===== config.mk =====
export PLATFORM = sky130hd
export DESIGN_NAME = character_controller
export DESIGN_NICKNAME = d
export VERILOG_FILES = /design/src/rtl/character_controller.sv
export SDC_FILE = /design/constraint.sdc
export NUM_CORES = 1
export LEC_CHECK = 0
export ABC_AREA = 1
export CORE_MARGIN = 3
export CORE_UTILIZATION = 55
export CTS_CLUSTER_DIAMETER = 100
export CTS_CLUSTER_SIZE = 12
export DETAILED_ROUTE_END_ITERATION = 8
export GPL_TIMING_DRIVEN = 0
export PLACE_DENSITY_LB_ADDON = 0.25
export REMOVE_ABC_BUFFERS = 1
export SYNTH_ARGS = -nofsm -noshare
export SYNTH_HDL_FRONTEND = slang
export SYNTH_SLANG_ARGS = --single-unit

===== constraint.sdc =====
create_clock -name Clk -period 2.8 [get_ports Clk]
set_clock_uncertainty 0.2 [all_clocks]
set_input_delay 0.42 -clock Clk [delete_from_list [all_inputs] [get_ports Clk]]
set_output_delay 0.42 -clock Clk [all_outputs]
set_load 0.005 [all_outputs]

===== src/rtl/character_controller.sv =====
// Overworld player controller: turns the keyboard keycode into tile-grid
// motion, paced by one step per video frame.
module character_controller #(
  parameter int TILE_PX     = 16,
  parameter int STEP_PX     = 2,
  parameter int TURN_FRAMES = 4,
  parameter int MAP_W       = 32,
  parameter int MAP_H       = 32,
  parameter int START_X     = 8,
  parameter int START_Y     = 8
) (
  input  logic       Clk,
  input  logic       Reset,
  input  logic       frame_clk,
  input  logic [7:0] keycode,
  output logic [1:0] Direction,
  output logic       Character_Moving,
  output logic       Anim_Foot,
  output logic [5:0] Tile_X,
  output logic [5:0] Tile_Y,
  output logic [4:0] Pixel_Offset
);

  typedef enum logic [1:0] {S_IDLE, S_TURN, S_WALK} state_t;

  localparam logic [1:0] DIR_DOWN  = 2'b00;
  localparam logic [1:0] DIR_UP    = 2'b01;
  localparam logic [1:0] DIR_LEFT  = 2'b10;
  localparam logic [1:0] DIR_RIGHT = 2'b11;

  localparam logic [4:0] LP_STEP      = 5'(STEP_PX);
  localparam logic [4:0] LP_TILE      = 5'(TILE_PX);
  localparam logic [3:0] LP_TURN_INIT = 4'(TURN_FRAMES - 1);
  localparam logic [5:0] LP_MAX_X     = 6'(MAP_W - 1);
  localparam logic [5:0] LP_MAX_Y     = 6'(MAP_H - 1);
  localparam logic [5:0] LP_START_X   = 6'(START_X);
  localparam logic [5:0] LP_START_Y   = 6'(START_Y);

  logic [2:0] r_sync;
  logic       r_tick;
  state_t     r_state;
  logic [1:0] r_dir;
  logic       r_moving;
  logic       r_foot;
  logic [5:0] r_tx;
  logic [5:0] r_ty;
  logic [4:0] r_off;
  logic [3:0] r_turnCnt;

  logic       w_reqValid;
  logic [1:0] w_reqDir;
  logic [4:0] w_offNext;
  logic [5:0] w_stepX;
  logic [5:0] w_stepY;

  // A move toward d from (x,y) would leave the map.
  function automatic logic isBlocked(input logic [5:0] x, input logic [5:0] y,
                                     input logic [1:0] d);
    case (d)
      DIR_DOWN: isBlocked = (y == LP_MAX_Y);
      DIR_UP:   isBlocked = (y == 6'd0);
      DIR_LEFT: isBlocked = (x == 6'd0);
      default:  isBlocked = (x == LP_MAX_X);
    endcase
  endfunction

  // Bring vsync into the Clk domain and make a one-cycle pulse on its rise.
  always_ff @(posedge Clk) begin
    r_sync <= {r_sync[1:0], frame_clk};
    r_tick <= r_sync[1] & ~r_sync[2];
  end

  // Map WASD keycodes onto a requested facing; anything else requests nothing.
  always_comb begin
    w_reqValid = 1'b1;
    w_reqDir   = DIR_DOWN;
    case (keycode)
      8'h1A:   w_reqDir = DIR_UP;
      8'h16:   w_reqDir = DIR_DOWN;
      8'h04:   w_reqDir = DIR_LEFT;
      8'h07:   w_reqDir = DIR_RIGHT;
      default: w_reqValid = 1'b0;
    endcase
  end

  // Next pixel offset and the neighbouring tile in the current facing.
  always_comb begin
    w_offNext = r_off + LP_STEP;
    w_stepX   = r_tx;
    w_stepY   = r_ty;
    case (r_dir)
      DIR_DOWN: w_stepY = r_ty + 6'd1;
      DIR_UP:   w_stepY = r_ty - 6'd1;
      DIR_LEFT: w_stepX = r_tx - 6'd1;
      default:  w_stepX = r_tx + 6'd1;
    endcase
  end

  // Movement FSM; advances only on frame ticks, reset overrides any tick.
  always_ff @(posedge Clk) begin
    if (Reset) begin
      r_state   <= S_IDLE;
      r_dir     <= DIR_DOWN;
      r_moving  <= 1'b0;
      r_foot    <= 1'b0;
      r_tx      <= LP_START_X;
      r_ty      <= LP_START_Y;
      r_off     <= '0;
      r_turnCnt <= '0;
    end else if (r_tick) begin
      case (r_state)
        S_IDLE: begin
          if (w_reqValid) begin
            if (w_reqDir != r_dir) begin
              r_dir     <= w_reqDir;
              r_turnCnt <= LP_TURN_INIT;
              r_state   <= S_TURN;
            end else if (!isBlocked(r_tx, r_ty, r_dir)) begin
              r_state  <= S_WALK;
              r_moving <= 1'b1;
              r_off    <= LP_STEP;
            end
          end
        end
        S_TURN: begin
          if (r_turnCnt != 4'd0) begin
            r_turnCnt <= r_turnCnt - 4'd1;
          end else begin
            r_state <= S_IDLE;
          end
        end
        S_WALK: begin
          if (w_offNext < LP_TILE) begin
            r_off <= w_offNext;
          end else begin
            r_tx   <= w_stepX;
            r_ty   <= w_stepY;
            r_foot <= ~r_foot;
            if (w_reqValid && (w_reqDir == r_dir) &&
                !isBlocked(w_stepX, w_stepY, r_dir)) begin
              r_off <= LP_STEP;
            end else begin
              r_off    <= '0;
              r_state  <= S_IDLE;
              r_moving <= 1'b0;
            end
          end
        end
        default: begin
          r_state  <= S_IDLE;
          r_moving <= 1'b0;
        end
      endcase
    end
  end

  assign Direction        = r_dir;
  assign Character_Moving = r_moving;
  assign Anim_Foot        = r_foot;
  assign Tile_X           = r_tx;
  assign Tile_Y           = r_ty;
  assign Pixel_Offset     = r_off;

endmodule


======== After elaboration in Yosys (flattened, before gate mapping) ========
Cells that the tools add are included.
storage, ports and cells
  register bits after elaboration ......... 31
  output and inout bits ................... 21
operators by class
  add/subtract/negate cells ............... 6
  order comparisons ....................... 1
  equality and inequality tests ........... 23
  multiplexer cells ....................... 38
  bitwise operators ....................... 5
  reduce and logical (&&, ||, !) cells .... 20
operator list
  cell                                              number
  == test 6 x 5 -> 1 bit, second input constant     4
  zero test 6 bit                                   4
  case mux 6 bit (2 select lines)                   2
  2-to-1 mux 5 bit                                  4
  == test 8 x 3 -> 1 bit, second input constant     2
  == test 8 x 5 -> 1 bit, second input constant     2
  != test 2 bit, second input constant              8
  2-to-1 mux 1 bit                                  15
  2-to-1 mux 2 bit                                  7
  adder 6 x 1 -> 6 bit, second input constant       2
  2-to-1 mux 4 bit                                  3
  case mux 2 bit (3 select lines)                   2
  subtractor 6 x 1 -> 6 bit, second input constant  2
  case mux 5 bit (2 select lines)                   1
  AND reduction 5 bit                               2
  case mux 1 bit (3 select lines)                   3
  case mux 4 bit (2 select lines)                   1
  AND reduction 7 bit                               1
  AND reduction 6 bit                               1
  adder 5 x 2 -> 5 bit, second input constant       1
  < comparator 5 bit, second input constant         1
  == test 2 x 1 -> 1 bit, second input constant     2
  == test 2 bit, second input constant              2
  zero test 2 bit                                   2
  14 further kinds                                  19

======== Logic depth before layout (Yosys ltp) ========
Gate-level depths: netlist of the first run.
  word-level depth ........................ 14
  depth in mapped cells ................... 22
  mapped depth without buffers ............ 21

======== Worst setup path after synthesis of the first run ========
Ideal clock, no wire load.
  path kind ............................... register -> register
  start point ............................. reg r_dir[0], in the netlist Direction[0]
  end point ............................... reg r_moving, in the netlist Character_Moving
  arrival ................................. 2.149 ns
  data required time ...................... 2.469 ns
  slack ................................... 0.320 ns
  cell stages (with the launch flop) ...... 20
  path buffers ............................ 1
  period minus slack after synthesis ...... 2.480 ns
  path through ............................ dfxtp_1 -> inv_1 -> ha_1 -> buf_4 -> nor2_1 -> nor2_4 -> ha_1 -> inv_1 -> nand2_1 -> o21ai_0 -> inv_1 -> nand3_1 -> a21oi_1 -> nand3_1 -> nand2_1 -> nand2_1 -> nand4_2 -> nand2_1 -> nand2_1 -> a21oi_2
between the ends
  word-level cells in the longest chain between the ends .. 13
ends and longest elaborated chain
  what                                                       RTL line  source
  start: declaration                                         42        logic [1:0] r_dir;
  start signal: assignment                                   115       r_dir <= w_reqDir;
  == test 2 x 1 -> 1 bit or zero test 2 bit (tied branches)  59, 91
  OR reduction 2 bit (no line)                               --
  case mux 6 bit (2 select lines)                            91        case (r_dir)
  == test 6 x 5 -> 1 bit or zero test 6 bit (tied branches)  63, 62
  case mux 1 bit (3 select lines)                            59        case (d)
  2-to-1 mux 1 bit                                           133       if (w_offNext < LP_TILE) begin
  2-to-1 mux 1 bit                                           111       case (r_state)
  2-to-1 mux 1 bit                                           110       end else if (r_tick) begin
  2-to-1 mux 1 bit                                           101       if (Reset) begin
  zero test 1 bit                                            140       !isBlocked(w_stepX, w_stepY, r_dir)) begin
  logical AND 1 bit                                          139       if (w_reqValid && (w_reqDir == r_dir) &&
  != test 2 bit (no line)                                    --
  AND reduction 7 bit (no line) (*)                          --
  end signal: assignment                                     120       r_moving <= 1'b1;
  end signal: assignment                                     145       r_moving <= 1'b0;
  end signal: assignment                                     151       r_moving <= 1'b0;
  end: declaration                                           43        logic r_moving;
Every way passes the cells marked *; elsewhere a longest branch is shown, timed or not. The select of a mux whose other input is x is not followed.
A chain may end at the register's enable or synchronous reset.

======== Final worst setup path of the first run ========
  start point ............................. reg r_dir[1], in the netlist Direction[1]
  end point ............................... reg r_moving, in the netlist Character_Moving
Same word-level chain as after synthesis.

==> flow_summary.yaml, run 1 <==
outcome:
  outcome: "finished, final reports clean"
synthesis:
  yosysSeqAreaShare_pct: 25.0
  yosys_register_bits: 29
  yosysUniqueCellTypes: 34
  yosysWarnings: 0
  syn_inst: 368
  netlist_area_mm2: 0.00232
  avgSynthCellArea_um2: 6.31
global_route:
  grt_overflow_total: 0
  grt_antenna_before_repair: 0
  first_global_vias: 2233
  grt_max_degree: 20
  grt_pass1_wl_um: 9490
  track_usage_pct: 22.5
setup_path:
  r2r_start: "Direction[1]$_SDFFE_PP0P_"
  r2r_setup_slack_ps: 220
  crit_top_cell: "nand2_1"
  crit_fanout: 10
  cp_top_family: "simple AND/OR/NAND/NOR gates"
  setup.worst_path.start: "Direction[1]$_SDFFE_PP0P_"
  arrival_ps: 2540
  crit_path_max_incr_delay_ps: 370
  worstPathRequired_ps: 2750
  crit_buf_inv: 2
  crit_type: "flip-flop to flip-flop"
  slowest_stage: "dfxtp_2"
  critPathLaunchType: "flip-flop"
  cp_cell_sequence: "inv_2 > ha_4 > nand2_1 > inv_2 > nor2_4 > ha_1 > o21ai_0 > nand4_1 > nor2_1 > nand3_1 > nand2_1 > nand2_2 > nand4_2 > nand2_1 > nand2_1 > a21oi_2"
  end_kind: "flip-flop"
clock_network:
  postCtsHoldBufs: 0
  root_buffer: "clkbuf_8"
  cts_tree: "built"
  clock_sinks: 29
  clk_pin_slew_ps: 70
  cts-htree-levels: 2
  clock_path_buffers: 2
  cts_buffers: 5
  clkLatencyLatePin_ps: 290
sta:
  post-route-period-util_pct: 92.2
  finalHoldViolations: 0
  max_freq_ghz: 0.387
  fin_crit_ps: 2580
  worst_slew_pin_slew_ps: 738
  max-slew-margin-rel_pct: 50.5
  setup_violations: 0
  slew_viol_final: 0
  fin_tns_setup_ps: 0
  hold_ws_ps: 131
min_path:
  holdCritPathClass: "flip-flop to flip-flop"
  holdCritStartpoint: "r_sync[0]$_DFF_P_"
floorplan:
  die_x_um: 71.0
  rows: 22
  core_mm2: 0.00385
  initial_core_util_pct: 60.3
  die_h_um: 71.0
  die_area_mm2: 0.00504
  io_pins: 32
layout:
  ff_latch_area_um2: 583
  final_layout_size_suffix_gt1_share_pct: 15.4
  fill_cells: 331
  layout.nets: 423
  area_delta_synth_final_pct: 20.2
  diodes: 0
  multiInputGateArea_mm2: 0.00149
  final_cells: 451
routing:
  post-route-drc-count: 0
  drt_iter0_markers: 159
  totalWireLength_um: 5480
  wl_per_cell_um: 12.2
  dr.pass1.iters: 5
  antenna_left: 0
  vias: 2434
  via_per_inst: 5.40
placed_design:
  place.gp.congestion: 0.884
  io_buffers: 29
  place_inst: 435
  hpwl_um: 4010
power_and_ir_drop:
  power_density_mw_per_mm2: 287
  p_leak_uw: 0.00134
  max-vdd-ir-drop_mv: 0.282
job:
  max_cap_violations: 0
[per-stage QoR]
stage          setup WS [ps]  total power [µW]  cell area (µm²)  utilization [%]
2_1_floorplan            324               441             2260                -
3_3_place_gp            23.8               463             2610             67.7
3_5_place_dp           -3.51               464             2610             67.7
4_1_cts                 16.8               796             2700             70.1
5_1_grt                -16.7               820             2790             72.4
6_report                 218               801             2790             72.4
[kinds of logic after synthesis]
| kind of cell | Yosys count | synth area share [%] |
|---|---|---|
| and+or+nand+nor | 193 | 40.6 |
| buffers and inverters | 71 | 12.7 |
| AOI/OAI and AO/OA | 55 | 12.8 |
| DFF | 29 | 25.0 |
| adders and majority gates | 10 | 5.39 |
| xor gates and xnor gates | 9 | 3.39 |
| other | 1 | 0.161 |
[timing repair]
action                                  CTS  global route
gates resized for setup                   3            10
endpoints found under the setup margin    3             3
setup buffers                             0             8
pin swaps                                 0             1
[worst paths after layout]
path                              endpoint  cells after the start
max          Character_Moving$_SDFFE_PP0P_                     16
min                      r_sync[1]$_DFF_P_                      0
max reg2reg  Character_Moving$_SDFFE_PP0P_                     16
min reg2reg              r_sync[1]$_DFF_P_                      0
[synthesized netlist by cell type]
cell type | n | area share [%]
o21ai_0 | 19 | 4.1
nor2_1 | 29 | 4.7
ha_1 | 10 | 5.4
nor3b_1 | 2 | 0.65
xnor2_1 | 2 | 0.75
nor2_4 | 7 | 3.4
nand3_1 | 31 | 6.7
nor4_1 | 2 | 0.54
buf_6 | 1 | 0.48
inv_1 | 50 | 8.1
a21oi_1 | 21 | 4.5
clkbuf_1 | 4 | 0.65
nand3_2 | 2 | 0.86
o21ai_1 | 8 | 1.7
nor3_2 | 2 | 0.86
a21oi_2 | 1 | 0.38
nand2_2 | 9 | 2.4
nor2_2 | 2 | 0.54
a211oi_1 | 1 | 0.32
o21ai_2 | 2 | 0.75
nand2_1 | 87 | 14
nand3b_1 | 2 | 0.65
inv_2 | 10 | 1.6
nor3_4 | 1 | 0.70
dfxtp_1 | 29 | 25
nand4_1 | 11 | 3.0
buf_2 | 1 | 0.22
nor3_1 | 5 | 1.1
buf_4 | 5 | 1.6
xor2_1 | 7 | 2.6
o21a_1 | 1 | 0.32
nand4_2 | 1 | 0.54
o211ai_1 | 2 | 0.65
conb_1 | 1 | 0.16
[registers in the layout, summed over array words and instances, names as in the netlist]
register,count
Anim_Foot,1
Tile_Y,6
r_turnCnt,4
Pixel_Offset,3
Tile_X,6
Character_Moving,1
r_tick,1
Direction,2
r_state,2
r_sync,3
[worst register-to-register path: stages, from the launching register on]
cell and delay, ps:
dfxtp_2 370, inv_2 110, ha_4 210, nand2_1 80, inv_2 90, nor2_4 40
ha_1 280, o21ai_0 260, nand4_1 140, nor2_1 150, nand3_1 110, nand2_1 80
nand2_2 60, nand4_2 80, nand2_1 60, nand2_1 70, a21oi_2 40
[cell type report]
class | count | area share [%]
sequential | 29 | 20.9
timing repair buffer | 37 | 12.6
inverter | 60 | 8.16
clock buffer | 6 | 2.60
multi-input combinational | 269 | 53.3
tap | 48 | 2.15
clock inverter | 2 | 0.359
[layer usage]
| layer | share of wire (%) | vias up | wire length (µm) | track usage [%] |
|---|---|---|---|---|
| met5 | 0 | - | 0 | 0 |
| met4 | 0.97 | 0 | 53 | 5.64 |
| met3 | 5.7 | 8 | 314 | 5.26 |
| met2 | 49 | 73 | 2710 | 37.6 |
| met1 | 44 | 1103 | 2400 | 29.2 |
| li1 | - | 1250 | - | - |
[where the power goes]
group | internal [µW] | leakage [µW] | total (µW) | switching [µW]
clock network | 172 | 0.0000450 | 345 | 173
registers | 416 | 0.000236 | 417 | 1.27
logic | 18.4 | 0.00106 | 38.1 | 19.7
total | 606 | 0.00134 | 801 | 194
[cells in the final DEF (no fill, tap or decap), types with 3 or more instances in the layout]
cell type | netlist | final
nor2_2 | 2 | 4
nor3_1 | 5 | 4
a21oi_1 | 21 | 21
dfxtp_1 | 29 | 27
nand2_2 | 9 | 9
nand3_1 | 31 | 31
inv_2 | 10 | 12
ha_1 | 10 | 8
o21ai_0 | 19 | 19
nand2_1 | 87 | 87
clkdlybuf4s50_1 | 0 | 29
xor2_1 | 7 | 7
nand4_1 | 11 | 11
buf_4 | 5 | 8
nor3_2 | 2 | 3
inv_1 | 50 | 47
clkbuf_8 | 0 | 5
nor2_4 | 7 | 7
o21ai_1 | 8 | 8
nor2_1 | 29 | 27
Note: power is estimated with default switching activity, not from simulation.
==> run 2, diff against run 1 <==
SLEW_MARGIN = 20   (was not set)
==> flow_summary.yaml, run 2 (synthesized netlist as in run 1, its figures left out) <==
clock_network:
  cts_tree: "built"
  cts-htree-levels: 2
  clkLatencyLatePin_ps: 280
  root_buffer: "clkbuf_8"
  clock_path_buffers: 2
  clk_pin_slew_ps: 70
  cts_buffers: 5
  clock_sinks: 29
  postCtsHoldBufs: 0
routing:
  post-route-drc-count: 0
  vias: 2449
  totalWireLength_um: 5510
  wl_per_cell_um: 12.3
  drt_iter0_markers: 196
  dr.pass1.iters: 4
  antenna_left: 0
  via_per_inst: 5.44
layout:
  final_layout_size_suffix_gt1_share_pct: 15.2
  area_delta_synth_final_pct: 19.8
  multiInputGateArea_mm2: 0.00149
  mostFrequentLayoutCells: "87 x nand2_1, 47 x inv_1, 31 x nand3_1, 29 x clkdlybuf4s50_1"
  fill_cells: 326
  diodes: 0
  final_cells: 450
  layout.nets: 422
  final_common_cell: "nand2_1"
  ff_latch_area_um2: 583
setup_path:
  end_kind: "flip-flop"
  crit_fanout: 6
  crit_type: "flip-flop to flip-flop"
  cp_cell_sequence: "inv_4 > ha_4 > nor2_2 > nor2_4 > ha_1 > inv_1 > nand2_1 > o21ai_0 > inv_1 > nand3_1 > a21oi_1 > nand3_1 > nand2_1 > nand2_1 > nand4_2 > nand2_1 > nand2_1 > a21oi_2"
  slowest_stage: "dfxtp_2"
  critPathLaunchType: "flip-flop"
  crit_buf_inv: 3
  cp_top_family: "simple AND/OR/NAND/NOR gates"
  worstPathRequired_ps: 2750
  r2r_setup_slack_ps: 230
  crit_top_cell: "nand2_1"
  crit_path_max_incr_delay_ps: 410
  arrival_ps: 2510
floorplan:
  rows: 22
  die_x_um: 71.0
  die_h_um: 71.0
  die_area_mm2: 0.00504
  initial_core_util_pct: 60.3
  core_mm2: 0.00385
  io_pins: 32
sta:
  slew_viol_final: 0
  finalHoldViolations: 0
  max_freq_ghz: 0.390
  max-slew-margin-rel_pct: 49.0
  worst_slew_pin_slew_ps: 760
  fin_tns_setup_ps: 0
  setup_violations: 0
  post-route-period-util_pct: 91.6
  fin_crit_ps: 2570
power_and_ir_drop:
  max-vdd-ir-drop_mv: 0.292
  p_leak_uw: 0.00133
  power_density_mw_per_mm2: 286
min_path:
  holdCritPathClass: "flip-flop to flip-flop"
placed_design:
  hpwl_um: 4040
  io_buffers: 29
  place.gp.congestion: 0.884
  place_inst: 435
outcome:
  outcome: "finished, final reports clean"
global_route:
  first_global_vias: 2260
  grt_pass1_wl_um: 9280
  track_usage_pct: 21.9
  grt_max_degree: 20
  grt_antenna_before_repair: 0
  grt_overflow_total: 0
job:
  max_cap_violations: 0
run 2: changes by cell type in the layout (fill, tap and decap cells not counted):
cell,change
o21ai_0,-1
o21ai_1,+1
buf_4,-1
run 2: what timing repair did:
action / 4_1_cts / 5_1_grt
gates resized for setup: 2 / 11
buffers inserted: 0 / 7
pin swaps: 0 / 1
setup endpoints to repair: 2 / 3
run 2: cell type report:
type                    instances  share of cell area (%)
flip-flops and latches         29                    21.0
well taps                      48                    2.16
inverters                      60                    8.18
repair buffers                 36                    12.3
multi-input cells             269                    53.4
clock buffers                   6                    2.61
clock inverters                 2                   0.360
run 2: layer usage:
metal | up-vias | global-route usage, % | wire, µm | share of wire [%]
met2 | 78 | 36.5 | 2660 | 48
li1 | 1247 | - | - | -
met1 | 1114 | 28.5 | 2500 | 45
met5 | - | 0 | 0 | 0
met3 | 10 | 3.84 | 292 | 5.3
met4 | 0 | 7.52 | 60 | 1.1
run 2: power by group:
group	switching [µW]	total (µW)	internal, µW
Clock	169	341	172
Sequential	1.21	417	416
Combinational	19.7	38.1	18.4
Total	190	796	606
run 2: through the flow:
step	power (µW)	hold WS (ps)	instance area [µm²]	util, %	setup WS, ps
6_report	796	131	2780	72.2	235
5_1_grt	817	146	2780	72.2	-3.59
4_1_cts	792	137	2700	70.1	30.4
3_5_place_dp	464	121	2610	67.8	-19.5
3_3_place_gp	463	113	2610	67.7	23.8
2_1_floorplan	441	110	2260	-	324
run 2: final timing paths:
kind,from,to,depth (start not counted)
worst min-delay path,r_sync[0]$_DFF_P_,r_sync[1]$_DFF_P_,0
worst min register to register,r_sync[0]$_DFF_P_,r_sync[1]$_DFF_P_,0
worst max-delay path,Direction[0]$_SDFFE_PP0P_,Character_Moving$_SDFFE_PP0P_,18
worst max register to register,Direction[0]$_SDFFE_PP0P_,Character_Moving$_SDFFE_PP0P_,18
run 2: worst register-to-register path: cells and delay by family (launching register included):
family / cells / cell delay, ps
and+or+nand+nor: 10 / 850
DFF: 1 / 410
buffers and inverters: 3 / 200
adders and majority gates: 2 / 450
AOI/OAI and AO/OA: 3 / 310
